**src/rtl/axis_video_sink.sv**
```systemverilog
// AXI4-Stream to VGA-style raster sink.
// Buffers {tuser,tlast,tdata} in a show-ahead FIFO, free-runs the raster
// timing counters and aligns the incoming stream to frame start.
// Optional feature macro: AXIS_VIDEO_SINK_ERR_CNT_EN adds a saturating
// 16-bit err_count output that counts sync_err pulses.
//
// state     | meaning
// ----------+--------------------------------------------------------------
// ST_SEARCH | not aligned; drop non-SOF beats, hold SOF beat until (0,0)
// ST_LOCKED | aligned; pop one beat per active pixel, check SOF/EOL framing
module axis_video_sink #(
  parameter int H_RES      = 640,
  parameter int V_RES      = 480,
  parameter int H_FP       = 16,
  parameter int H_SYNC     = 96,
  parameter int H_BP       = 48,
  parameter int V_FP       = 10,
  parameter int V_SYNC     = 2,
  parameter int V_BP       = 33,
  parameter int FIFO_DEPTH = 16
) (
  input  logic        clk,
  input  logic        reset,
  input  logic [23:0] tdata,
  input  logic        tvalid,
  input  logic        tuser,
  input  logic        tlast,
  output logic        tready,
  output logic        video_on,
  output logic [9:0]  pixel_x,
  output logic [9:0]  pixel_y,
  output logic        hsync,
  output logic        vsync,
  output logic [11:0] rgb_out,
  output logic        locked,
  output logic        underflow,
  output logic        sync_err
`ifdef AXIS_VIDEO_SINK_ERR_CNT_EN
  ,
  output logic [15:0] err_count
`endif
);

  localparam int H_TOTAL = H_RES + H_FP + H_SYNC + H_BP;
  localparam int V_TOTAL = V_RES + V_FP + V_SYNC + V_BP;
  localparam int AW      = $clog2(FIFO_DEPTH);

  typedef enum logic {ST_SEARCH = 1'b0, ST_LOCKED = 1'b1} state_t;

  state_t      r_state, w_state_nxt;
  logic [9:0]  r_h_cnt, r_v_cnt;
  logic        w_h_wrap, w_v_wrap;
  logic        w_active, w_origin, w_line_end;

  logic [25:0]   r_mem [FIFO_DEPTH];
  logic [AW-1:0] r_wr_ptr, r_rd_ptr;
  logic [AW:0]   r_count, w_count_nxt;
  logic          r_tready;
  logic          w_push, w_pop, w_empty;
  logic [25:0]   w_head;
  logic          w_show, w_err, w_uflow;

  logic        r_video_on, r_hsync, r_vsync, r_sync_err, r_underflow;
  logic [9:0]  r_pixel_x, r_pixel_y;
  logic [11:0] r_rgb;
  logic        w_unused_bits;

  assign w_h_wrap   = (r_h_cnt == 10'(H_TOTAL - 1));
  assign w_v_wrap   = (r_v_cnt == 10'(V_TOTAL - 1));
  assign w_active   = (r_h_cnt < 10'(H_RES)) && (r_v_cnt < 10'(V_RES));
  assign w_origin   = (r_h_cnt == 10'd0) && (r_v_cnt == 10'd0);
  assign w_line_end = (r_h_cnt == 10'(H_RES - 1));

  // Free-running raster counters; the line counter steps on pixel wrap.
  always_ff @(posedge clk or negedge reset) begin
    if (!reset) begin
      r_h_cnt <= '0;
      r_v_cnt <= '0;
    end else begin
      r_h_cnt <= w_h_wrap ? 10'd0 : r_h_cnt + 10'd1;
      if (w_h_wrap) r_v_cnt <= w_v_wrap ? 10'd0 : r_v_cnt + 10'd1;
    end
  end

  // tready is registered from the next occupancy so it never sees tvalid
  // combinationally and stays low for the whole cycle the FIFO is full.
  assign w_push      = tvalid && r_tready;
  assign w_empty     = (r_count == '0);
  assign w_head      = r_mem[r_rd_ptr];
  assign w_count_nxt = r_count + (AW+1)'(w_push) - (AW+1)'(w_pop);

  // FIFO storage; contents are don't-care until written.
  always_ff @(posedge clk) begin
    if (w_push) r_mem[r_wr_ptr] <= {tuser, tlast, tdata};
  end

  // FIFO pointers, occupancy and registered ready.
  always_ff @(posedge clk or negedge reset) begin
    if (!reset) begin
      r_wr_ptr <= '0;
      r_rd_ptr <= '0;
      r_count  <= '0;
      r_tready <= 1'b0;
    end else begin
      if (w_push) r_wr_ptr <= r_wr_ptr + AW'(1);
      if (w_pop)  r_rd_ptr <= r_rd_ptr + AW'(1);
      r_count  <= w_count_nxt;
      r_tready <= (w_count_nxt != (AW+1)'(FIFO_DEPTH));
    end
  end

  // Alignment state register.
  always_ff @(posedge clk or negedge reset) begin
    if (!reset) r_state <= ST_SEARCH;
    else        r_state <= w_state_nxt;
  end

  // Next state, pop and framing checks.
  always_comb begin
    w_state_nxt = r_state;
    w_pop       = 1'b0;
    w_show      = 1'b0;
    w_err       = 1'b0;
    w_uflow     = 1'b0;
    case (r_state)
      ST_SEARCH: begin
        if (!w_empty) begin
          if (!w_head[25]) begin
            w_pop = 1'b1;
          end else if (w_origin) begin
            w_pop       = 1'b1;
            w_show      = 1'b1;
            w_state_nxt = ST_LOCKED;
          end
        end
      end
      ST_LOCKED: begin
        if (w_active) begin
          if (w_empty) begin
            w_err       = 1'b1;
            w_uflow     = 1'b1;
            w_state_nxt = ST_SEARCH;
          end else begin
            w_pop  = 1'b1;
            w_show = 1'b1;
            if ((w_head[25] && !w_origin) || (w_head[24] != w_line_end)) begin
              w_err       = 1'b1;
              w_state_nxt = ST_SEARCH;
            end
          end
        end
      end
      default: w_state_nxt = ST_SEARCH;
    endcase
  end

  // Registered video outputs, one clock behind the counters.
  always_ff @(posedge clk or negedge reset) begin
    if (!reset) begin
      r_video_on  <= 1'b0;
      r_pixel_x   <= '0;
      r_pixel_y   <= '0;
      r_hsync     <= 1'b1;
      r_vsync     <= 1'b1;
      r_rgb       <= '0;
      r_sync_err  <= 1'b0;
      r_underflow <= 1'b0;
    end else begin
      r_video_on  <= w_active;
      r_pixel_x   <= w_active ? r_h_cnt : 10'd0;
      r_pixel_y   <= w_active ? r_v_cnt : 10'd0;
      r_hsync     <= !((r_h_cnt >= 10'(H_RES + H_FP)) && (r_h_cnt < 10'(H_RES + H_FP + H_SYNC)));
      r_vsync     <= !((r_v_cnt >= 10'(V_RES + V_FP)) && (r_v_cnt < 10'(V_RES + V_FP + V_SYNC)));
      r_rgb       <= w_show ? {w_head[23:20], w_head[15:12], w_head[7:4]} : 12'd0;
      r_sync_err  <= w_err;
      r_underflow <= r_underflow | w_uflow;
    end
  end

  assign w_unused_bits = ^{w_head[19:16], w_head[11:8], w_head[3:0]};

  assign tready    = r_tready;
  assign video_on  = r_video_on;
  assign pixel_x   = r_pixel_x;
  assign pixel_y   = r_pixel_y;
  assign hsync     = r_hsync;
  assign vsync     = r_vsync;
  assign rgb_out   = r_rgb;
  assign locked    = (r_state == ST_LOCKED);
  assign underflow = r_underflow;
  assign sync_err  = r_sync_err;

`ifdef AXIS_VIDEO_SINK_ERR_CNT_EN
  logic [15:0] r_err_count;

  // Saturating count of framing errors.
  always_ff @(posedge clk or negedge reset) begin
    if (!reset)                               r_err_count <= '0;
    else if (w_err && r_err_count != 16'hFFFF) r_err_count <= r_err_count + 16'd1;
  end

  assign err_count = r_err_count;
`endif

endmodule

```
**config.mk**
```make
export PLATFORM = sky130hd
export DESIGN_NAME = axis_video_sink
export DESIGN_NICKNAME = d
export VERILOG_FILES = /design/src/rtl/axis_video_sink.sv
export SDC_FILE = /design/constraint.sdc
export NUM_CORES = 1
export LEC_CHECK = 0
export ABC_AREA = 1
export ABC_CLOCK_PERIOD_IN_PS = 3150
export CORE_ASPECT_RATIO = 0.75
export CORE_UTILIZATION = 56
export DETAILED_ROUTE_END_ITERATION = 7
export PLACE_DENSITY = 0.83
export SLEW_MARGIN = 20
export SYNTH_ARGS = -nofsm -noshare
export SYNTH_HDL_FRONTEND = slang
export SYNTH_SLANG_ARGS = --single-unit
```
**constraint.sdc**
```tcl
create_clock -name clk -period 3.15 [get_ports clk]
set_clock_uncertainty 0.2 [all_clocks]
set_input_delay 0.315 -clock clk [delete_from_list [all_inputs] [get_ports clk]]
set_output_delay 0.315 -clock clk [all_outputs]
set_load 0.005 [all_outputs]
```
==> impl_metrics.env <==
export IMPL_status="finished, final reports clean"
export IMPL_cts_tree="yes"
export IMPL_cp_max_fo=6
export IMPL_synth_async_reset_ratio=0.2432
export IMPL_vias=8279
export IMPL_drtPass1Iterations=6
export IMPL_pwr_share_clk=0.287
export IMPL_powerDensity_nw_per_um2=842.6
export IMPL_synth_area_leader_cell="edfxtp_1"
export IMPL_grt_util_all_layers=0.2502
export IMPL_drcViolationCount=0
export IMPL_synth_seq_area_share=0.6958
export IMPL_power_leakage_uw=0.005629
export IMPL_synth_edf_count=224
export IMPL_layout_cells_non_filler=1431
export IMPL_switching_power_uw=4150
export IMPL_grt_start_max_net_pins=74
export IMPL_r2r_slack_ns=0.02
export IMPL_period_needed_ns=3.131
export IMPL_die_y_um=130.1
export IMPL_reg2reg_depth=18
export IMPL_final_core_utilization=0.6737
export IMPL_start_util=0.5757
export IMPL_dieArea_um2=22500
export IMPL_drv_slew=0
export IMPL_routed_wl_um=28410
export IMPL_power_frac_comb=0.317
export IMPL_synth_ff_type="edfxtp_1"
export IMPL_tightest_slew_ns=0.9075
export IMPL_core_area_um2=21300
export IMPL_ir_worst_vdd_uv=576.3
export IMPL_reg2reg_to="tready"
export IMPL_crit_required_ns=3.37
export IMPL_fmax_ghz=0.3194
export IMPL_clock_sinks=296
export IMPL_yosys_warnings=0
export IMPL_grt_pass1_vias=8063
export IMPL_sequentialPowerShare=0.396
export IMPL_synth_cell_type_count=48
export IMPL_num_rows=46
export IMPL_final_period_utilization=0.9938
export IMPL_dp_hpwl_um=16800
export IMPL_die_width_um=172.9
export IMPL_clk_pin_slew_ns=0.06
export IMPL_vias_per_cell=5.785
export IMPL_crit_path_end_kind="flop"
export IMPL_routedWlPerCell_um=19.85
export IMPL_cts_inserted_buffers=27
export IMPL_insertion_delay_ns=0.54
export IMPL_cts_root_buf="clkbuf_16"
export IMPL_drv_cap=0
export IMPL_grt_ovfl_total=0
export IMPL_area_delta_synth_final_pct=17.01
export IMPL_synth_area_leaders="edfxtp_1, dfrtp_1, nand2_1"
export IMPL_holdCritPathClass="primary input to asynchronous set/reset pin"
export IMPL_intPower_uw=7938
export IMPL_gp_congestion=0.8716
export IMPL_synth_nets=1075
export IMPL_port_buffers=55
export IMPL_finalSetupViolCount=0
export IMPL_dp_cells=1372
export IMPL_antenna_found_initial=0
export IMPL_netlist_area_um2=12260
export IMPL_p_sw_frac=0.3433
export IMPL_critPathKind="flop to flop"
export IMPL_start_kind="flop"
export IMPL_nNetsFinal=1167
export IMPL_syn_avg_cell_area_um2=11.90
export IMPL_synth_top_area_frac=0.5486
export IMPL_synthCells=1030
export IMPL_worstReg2RegStart="r_rd_ptr[0]"
export IMPL_p_total_uw=12090
export IMPL_htreeDepth=1
export IMPL_cts_max_path_buffers=3
export IMPL_io_pin_count=68
export IMPL_ant_nets=0
export IMPL_grt_pass1_wl_um=42980
export IMPL_slew_headroom=0.3950
export IMPL_first_iter_violations=1106
export IMPL_diodes=0
export IMPL_hold_viol=0
export IMPL_synth_seq_cells=296
export IMPL_layout_drive_gt1_share=0.1444
export IMPL_arrival_ns=3.35
## layer usage
metal | GRT usage | part of all wire
met4 | 0.09526 | 0.028
met5 | 0 | 0
met3 | 0.03904 | 0.088
met2 | 0.4016 | 0.47
met1 | 0.3510 | 0.41
## what timing repair did
item	4_1_cts	5_1_grt
setup buffers	2	6
endpoints found under the hold margin	70	0
cloned	0	0
hold buffers	1	0
resized for setup	0	25
pin swaps	0	8
setup endpoints to repair	1	2
## power groups by stage
stage | Clock (µW) | Combinational [µW] | Sequential [µW]
finish | 3460 | 3840 | 4790
global route | 3640 | 4210 | 4810
CTS | 3490 | 3520 | 4770
detailed placement | 0 | 3450 | 4850
global placement | 0 | 3330 | 4840
floorplan | 0 | 2530 | 4780
## sequential cells by signal, summed over array words and instances, names as in the netlist, 4 cells and up
| register | cells |
|---|---|
| r_mem | 224 |
| rgb_out | 12 |
| pixel_x | 10 |
| pixel_y | 10 |
| r_h_cnt | 10 |
| r_v_cnt | 10 |
| r_count | 5 |
| r_rd_ptr | 4 |
| r_wr_ptr | 4 |
## kinds of logic after synthesis
logic type	after synthesis	share of synthesized area
AO/OA/AOI/OAI	115	0.05858
XOR/XNOR	14	0.01000
other	1	0.0003059
flip-flops	296	0.6958
AND/OR/NAND/NOR	475	0.1743
buffers and inverters	113	0.04409
adder cells (fa/ha/maj)	16	0.01694
## stage by stage
stage,area [µm²],hold WS [ns],setup slack (ns),setup TNS [ns]
floorplan,12260,-0.1806,0.2375,0
global placement,13240,0.2742,0.07131,0
detailed placement,13240,0.2770,0.01144,0
CTS,14210,0.2417,0.01029,0
global route,14350,0.3086,-0.08555,-0.08555
finish,14350,0.2455,0.01942,0
## cell type report
cell class | instances | area [µm²]
Clock inverter | 15 | 212.7
Tap cell | 288 | 360.3
Multi-Input combinational cell | 621 | 3264
Inverter | 64 | 247.7
Timing Repair Buffer | 112 | 989.7
Fill cell | 1448 | 6949
Clock buffer | 35 | 735.7
Sequential cell | 296 | 8536
## synth_stat cells, types with 14 or more instances
cell      count
nand2_1     249
edfxtp_1    224
nand3_1     125
dfrtp_1      70
nor2_1       57
inv_1        56
a21oi_1      52
buf_2        25
a22oi_1      22
o21ai_0      16
ha_1         15
xor2_1       14
## cell usage in the layout (no fill, tap or decap), drive strengths merged
master           n
a22oi           22
clkinv           9
o221ai           3
edfxtp         224
ha              15
dfrtp           70
clkinvlp         2
a21boi           1
nor3            12
buf             57
nor2            66
dlygate4sd3      1
a31oi            1
fa               1
a31o             1
nor3b            1
clkbuf          35
and3             1
inv             63
dfstp            2
xor2            14
a21oi           61
nand4            7
nand2          256
nor4             2
conb             1
a211oi           2
o21ai           20
nand3          130
o22ai            1
bufinv           5
clkdlybuf4s50   54
o211ai           3
## worst max-delay path by stage
stage	startpoint	end	slack, ns
after floorplan	r_rd_ptr[0]	tready	0.24
after global placement	r_rd_ptr[0]	tready	0.07
after detailed placement	r_rd_ptr[0]	tready	0.01
after CTS	r_rd_ptr[0]	tready	0.01
after global routing	r_rd_ptr[0]	tready	-0.09
final	r_rd_ptr[0]	tready	0.02
## worst max-delay path, stage by stage, from the launching register on
cell     delay (ns)
dfrtp_4        0.54
buf_6          0.15
nand2_1        0.07
nand3_2        0.08
nand3_2        0.08
nand3_2        0.08
nand2_2        0.11
nand2_2        0.07
nand3_4        0.07
nand2_4        0.08
ha_4           0.26
inv_1          0.06
ha_4           0.16
fa_2           0.38
a21oi_2        0.15
nor2_1         0.05
nor2_1         0.13
xor2_1         0.20
nand2_1        0.08
Power figures use the tool's default switching activity.
